[src/rtl/spi_flash_pkg.sv]
// spi_flash_pkg: command opcodes and FSM state type shared by the SPI flash responder and loader
package spi_flash_pkg;
    localparam logic [7:0] CMD_FAST_RD = 8'h0B;
    localparam logic [7:0] CMD_RLS_DPD = 8'hAB;
    localparam logic [7:0] CMD_DPD     = 8'hB9;
    typedef enum logic [2:0] {ST_IDLE, ST_CMD, ST_ADDR, ST_DUMMY, ST_DATA, ST_IGNORE} state_t;
endpackage

[src/rtl/spi_edge_sync.sv]
// spi_edge_sync: 2-flop synchronizers for CSS/SCK/MOSI plus clk-domain edge strobes
// Ports: css/sck/mosi raw pins in; css_s/mosi_s synchronized levels;
//        sck_rise/sck_fall/css_fall single-cycle edge strobes.
module spi_edge_sync (
    input  logic clk,
    input  logic resetn,
    input  logic css,
    input  logic sck,
    input  logic mosi,
    output logic css_s,
    output logic mosi_s,
    output logic sck_rise,
    output logic sck_fall,
    output logic css_fall
);
    logic [2:0] s1, s2;
    logic [1:0] d;
    always_ff @(posedge clk or negedge resetn)
        if (!resetn) begin
            s1 <= '1;
            s2 <= '1;
            d  <= '1;
        end else begin
            s1 <= {css, sck, mosi};
            s2 <= s1;
            d  <= s2[2:1];
        end
    assign css_s    = s2[2];
    assign mosi_s   = s2[0];
    assign sck_rise = s2[1] & ~d[0];
    assign sck_fall = ~s2[1] & d[0];
    assign css_fall = ~s2[2] & d[1];
endmodule

[src/rtl/spi_flash_responder.sv]
// spi_flash_responder: SPI mode-3 flash read responder (FAST_RD 0x0B) backed by a byte-fetch port
// Ports: clk/resetn (async, active-low); i_spi_css/i_spi_clk/i_spi_mosi SPI pins in;
//        o_spi_miso/o_spi_miso_oe SPI data out; o_rd_req/o_rd_addr fetch request;
//        i_rd_data/i_rd_valid fetch completion; o_busy frame active; o_dpd deep power-down;
//        o_underrun sticky late-fetch flag.
// Optional feature: define SPI_RESP_DPD_EN to enable deep power-down (0xB9) / release (0xAB).
module spi_flash_responder
    import spi_flash_pkg::*;
#(
    parameter int DUMMY_CYCLES = 8,
    parameter int MEM_AW       = 24
) (
    input  logic              clk,
    input  logic              resetn,
    input  logic              i_spi_css,
    input  logic              i_spi_clk,
    input  logic              i_spi_mosi,
    output logic              o_spi_miso,
    output logic              o_spi_miso_oe,
    output logic              o_rd_req,
    output logic [MEM_AW-1:0] o_rd_addr,
    input  logic [7:0]        i_rd_data,
    input  logic              i_rd_valid,
    output logic              o_busy,
    output logic              o_dpd,
    output logic              o_underrun
);
    logic        css_s, mosi_s, sck_rise, sck_fall, css_fall;
    state_t      state, state_n;
    logic [7:0]  cnt, cmd, tx, rbuf;
    logic [22:0] sh;
    logic [23:0] addr_full;
    logic [2:0]  bcnt;
    logic        rbuf_vld, pend, go_rd, cmd_done, addr_done, dummy_done;

    spi_edge_sync u_sync (
        .clk      (clk),
        .resetn   (resetn),
        .css      (i_spi_css),
        .sck      (i_spi_clk),
        .mosi     (i_spi_mosi),
        .css_s    (css_s),
        .mosi_s   (mosi_s),
        .sck_rise (sck_rise),
        .sck_fall (sck_fall),
        .css_fall (css_fall)
    );

    // The bit arriving on this rise completes the byte/address, so fold it in directly.
    assign cmd        = {sh[6:0], mosi_s};
    assign addr_full  = {sh, mosi_s};
    assign cmd_done   = sck_rise && state == ST_CMD && cnt == 8'd7;
    assign addr_done  = sck_rise && state == ST_ADDR && cnt == 8'd23;
    assign dummy_done = sck_rise && state == ST_DUMMY && cnt == 8'(DUMMY_CYCLES - 1);

`ifdef SPI_RESP_DPD_EN
    logic dpd, wake_p, sleep_p;
    // Power-state commands are latched mid-frame and applied on the frame's closing CSS rise.
    always_ff @(posedge clk or negedge resetn)
        if (!resetn) begin
            dpd     <= 1'b0;
            wake_p  <= 1'b0;
            sleep_p <= 1'b0;
        end else if (css_s && state != ST_IDLE) begin
            dpd     <= (dpd & ~wake_p) | sleep_p;
            wake_p  <= 1'b0;
            sleep_p <= 1'b0;
        end else if (cmd_done) begin
            wake_p  <= cmd == CMD_RLS_DPD;
            sleep_p <= cmd == CMD_DPD;
        end
    assign go_rd = cmd == CMD_FAST_RD && !dpd;
    assign o_dpd = dpd;
`else
    assign go_rd = cmd == CMD_FAST_RD;
    assign o_dpd = 1'b0;
`endif

    always_ff @(posedge clk or negedge resetn)
        if (!resetn) state <= ST_IDLE;
        else         state <= state_n;

    always_comb begin
        state_n = state;
        if (css_s) state_n = ST_IDLE;
        else case (state)
            ST_IDLE:  state_n = css_fall ? ST_CMD : ST_IDLE;
            ST_CMD:   state_n = cmd_done ? (go_rd ? ST_ADDR : ST_IGNORE) : ST_CMD;
            ST_ADDR:  state_n = addr_done ? ST_DUMMY : ST_ADDR;
            ST_DUMMY: state_n = dummy_done ? ST_DATA : ST_DUMMY;
            default:  state_n = state;
        endcase
    end

    assign o_busy        = !css_s && state != ST_IDLE;
    assign o_spi_miso_oe = state == ST_DATA;

    always_ff @(posedge clk or negedge resetn)
        if (!resetn) begin
            cnt <= '0;
            sh  <= '1;
        end else begin
            cnt <= (state_n != state || state == ST_IDLE) ? '0 : cnt + {7'd0, sck_rise};
            if (sck_rise) sh <= {sh[21:0], mosi_s};
        end

    // One-deep prefetch buffer: a new fetch is only issued when the buffered byte is consumed,
    // so at most one request is ever outstanding.
    always_ff @(posedge clk or negedge resetn)
        if (!resetn) begin
            o_spi_miso <= 1'b1;
            tx         <= '1;
            bcnt       <= '0;
            rbuf       <= '0;
            rbuf_vld   <= 1'b0;
            pend       <= 1'b0;
            o_rd_req   <= 1'b0;
            o_rd_addr  <= '0;
            o_underrun <= 1'b0;
        end else begin
            o_rd_req <= 1'b0;
            if (css_fall) o_underrun <= 1'b0;
            if (state_n == ST_IDLE) begin
                o_spi_miso <= 1'b1;
                tx         <= '1;
                bcnt       <= '0;
                rbuf_vld   <= 1'b0;
                pend       <= 1'b0;
            end else begin
                if (pend && i_rd_valid) begin
                    rbuf     <= i_rd_data;
                    rbuf_vld <= 1'b1;
                    pend     <= 1'b0;
                end
                if (addr_done) begin
                    o_rd_req  <= 1'b1;
                    o_rd_addr <= addr_full[MEM_AW-1:0];
                    pend      <= 1'b1;
                end
                if (state == ST_DATA && sck_fall) begin
                    bcnt <= bcnt + 3'd1;
                    {o_spi_miso, tx} <= bcnt != 3'd0 ? {tx, 1'b1} : rbuf_vld ? {rbuf, 1'b1} : 9'h1FF;
                    if (bcnt == 3'd0 && rbuf_vld) begin
                        rbuf_vld  <= 1'b0;
                        pend      <= 1'b1;
                        o_rd_req  <= 1'b1;
                        o_rd_addr <= o_rd_addr + MEM_AW'(1);
                    end
                    if (bcnt == 3'd0 && !rbuf_vld) o_underrun <= 1'b1;
                end
            end
        end
endmodule

[config.mk]
export PLATFORM = sky130hd
export DESIGN_NAME = spi_flash_responder
export DESIGN_NICKNAME = d
export VERILOG_FILES = /design/src/rtl/spi_flash_pkg.sv /design/src/rtl/spi_edge_sync.sv /design/src/rtl/spi_flash_responder.sv
export SDC_FILE = /design/constraint.sdc
export NUM_CORES = 1
export LEC_CHECK = 0
export BUFFER_PORTS_ARGS = -buffer_cell sky130_fd_sc_hd__buf_2
export CORE_MARGIN = 2
export CORE_UTILIZATION = 45
export DETAILED_ROUTE_END_ITERATION = 7
export PLACE_DENSITY_LB_ADDON = 0.12
export SYNTH_ARGS = -nofsm -noshare
export SYNTH_HDL_FRONTEND = slang
export SYNTH_SLANG_ARGS = --single-unit
[constraint.sdc]
create_clock -name clk -period 3.3 [get_ports clk]
set_input_delay 0.495 -clock clk [delete_from_list [all_inputs] [get_ports clk]]
set_output_delay 0.495 -clock clk [all_outputs]
set_load 0.05 [all_outputs]
==> results.md <==
- Layout cells sized above 1: 0.294
- First DRT Iteration DRCs: 199
- DRC violations left: 0
- Measured slew at the worst slew-check pin: 0.844 ns
- Synthesized instance count: 433
- RSZ-0062 raised after global routing: no
- Total grt overflow: 0
- Relative slew slack: 0.436
- Worst path bufs/invs: 1
- Total die area: 10,900 um^2
- Fin. Hold Viols: 0
- Final period util: 0.857
- Placed Cells: 593
- First-pass GRT wire length: 18,500 um
- Ys Warns: 0
- Final setup margin: 0.471 ns
- Net count, final: 490
- Clk buf depth: 2
- Die height: 105 um
- Area occupied by multi-input gates: 2130 um^2
- Slew Limit Fails: 0
- # rows: 36
- Worst VDD drop: 332 uV
- Avg Cell Area, Syn: 10.5 um^2
- IO buf count: 42
- Top Family by Delay on Critical Path: simple AND/OR/NAND/NOR gates
- Clk_lat worst skew: 0.37 ns
- Crit-path cells: nand4bb_1, or3_1, o41ai_4, buf_4, nand2_2, a22oi_1
- Largest stage delay, worst path: 0.59 ns
- Most used DFF post-synth: dfrtp_1
- Root buffer cell: clkbuf_8
- Final cell count without fillers: 609
- CP startpoint kind: flip-flop
- Final WL: 10,800 um
- Fraction of registers with async set/reset: 1.00
- IO Count: 44
- Number of flops mapped to enable cells by yosys: 0
- Power density cells: 483 nW/um^2
- Yosys reg bits: 89
- RD Place Congestion: 0.890
- Dpl cell area: 4920 um^2
- Antenna violations before repair: 0
- Final ANT Viol Nets: 0
- Max H-tree Level: 3
- Final Instance Area: 5180 um^2
- Drt pass-1 iters: 4
- Max_cap viols: 0
- Pre-CTS WS: 0.515 ns
- # setup viols final: 0
- Number of vias per cell: 5.88
- Die X: 105 um
- Status: complete, no violations
- Worst path slowest cell: dfstp_2
- Core region area: 9820 um^2
- Reg clk slew, reported paths: 0.09 ns
- TritonCTS clock tree: done
- Arr. time, crit path: 3.10 ns
- HPWL Detailed: 7550 um
- DR WL/cell: 17.8 um
- Setup bufs post-CTS: 0
- CTS Buf Count: 9
- Mapped Nets: 452
- Tot GR Track Use: 0.211
- Via Count: 3,583
- ANT cells: 0
- Sink Count: 89
- Initial cell density of the core: 0.464
- Vias in the first global route: 3,561
- Layout Skew: 0.00878 ns
- # fillers: 929
- Final min period: 2.83 ns
- Commonest cells after routing, fill and taps aside: dfrtp_1 (50), buf_2 (41), dfstp_2 (39)
- Req. time, crit path: 3.57 ns
- PnR Total Power: 2.50 mW
- Crit path max fanout: 28
- Seq. cell area: 2280 um^2
- Synthesized cell area: 4550 um^2
- Resized Gates After CTS: 0
- Number of distinct library cells after synthesis: 63
- CP Class: reg2reg
- Most common cell after layout, fill and taps aside: dfrtp_1
- Setup crit end kind: flip-flop
- Largest net degree at the start of global routing: 48
- Register area share after synthesis: 0.500
- Worst Hold Class: in2async
- Max Fclk: 353 MHz
- Synthesis-to-layout area growth: 13.8%
- Cts hold-fix bufs: 0
- Setup TNS: 0 ns
- Lkg Pwr: 2.19 nW
-- cells in the mapped netlist, types with 4 or more instances --
cell type  instances  area (um^2)
nor2b_1            5         31.3
inv_1             13         48.8
nor2_1            35          131
nand4_1           12         75.1
o211ai_1           7         52.6
buf_2              5         25.0
mux2_1             8         90.1
o41ai_1            5         43.8
clkbuf_1          20         75.1
nand3_1           17         85.1
and3_1             8         50.1
nand2_1           27          101
a32oi_1            4         35.0
a2bb2oi_1          9         78.8
xnor2_1            5         43.8
a21oi_1           16         80.1
nor4_1             4         25.0
dfrtp_1           50         1250
ha_1               5         62.6
mux2_2            23          259
o21ai_0           20          100
nand3b_1           8         60.1
dfstp_2           39         1020
nor3_1             6         30.0
o22ai_1           13         81.3
nand2b_1           5         31.3
a22oi_1           11         82.6
-- state kept, by name (all words and copies together) (netlist names) --
name / flops
state: 3
tx: 7
o_underrun: 1
rbuf: 8
cnt: 8
sh: 23
pend: 1
u_sync.s1: 3
u_sync.s2: 3
o_rd_req: 1
o_rd_addr: 24
bcnt: 3
o_spi_miso: 1
u_sync.d: 2
rbuf_vld: 1
-- stage by stage --
step | hold slack [ns] | utilization
6_report | 0.127 | 0.528
5_1_grt | 0.170 | 0.528
4_1_cts | 0.134 | 0.528
3_5_place_dp | 0.348 | 0.501
3_3_place_gp | 0.345 | 0.501
2_1_floorplan | 0.199 | -
-- layer usage --
metal  wire, um  GRT usage  share of wire
met4        159     0.0790          0.015
met1       4990      0.296           0.46
met5          0          0              0
met2       5330      0.337           0.49
met3        355     0.0262          0.033
-- worst register-to-register path: stages (launching register included) --
cell and delay [ns]:
dfstp_2 0.59, nand4bb_1 0.18, or3_1 0.51, o41ai_4 0.47, buf_4 0.27, nand2_2 0.40, a22oi_1 0.32
-- worst paths after layout --
kind	depth (start not counted)	slack (ns)	to	from
min reg2reg	0	0.36	u_sync.s2[2]	u_sync.s1[2]
max reg2reg	6	0.47	o_rd_addr[8]	u_sync.s2[1]
max in group asynchronous	2	2.37	u_sync.s1[1]	resetn
min	1	0.13	cnt[2]	resetn
min in group clk	1	0.22	u_sync.s1[0]	i_spi_mosi
max	6	0.47	o_rd_addr[8]	u_sync.s2[1]
-- report_power, final --
part / total, mW / switching (mW) / internal (mW)
Combinational: 0.192 / 0.0974 / 0.0947
Clock: 0.982 / 0.402 / 0.581
Sequential: 1.33 / 0.0777 / 1.25
-- cells by family after synthesis --
kind of cell / synth area share
AOI/OAI and AO/OA: 0.175
xor gates and xnor gates: 0.0154
adders and majority gates: 0.0137
buffers and inverters: 0.0343
DFF: 0.500
muxes: 0.0788
other: 0.000823
and+or+nand+nor: 0.182
-- layout make-up --
cell class                      instances  share of cell area
Clock buffer                            9              0.0239
Clock inverter                          7              0.0273
Inverter                               13             0.00942
Multi-Input combinational cell        305               0.411
Sequential cell                        89               0.439
Tap cell                              133              0.0321
Timing Repair Buffer                   53              0.0570
Power figures use the tool's default switching activity.
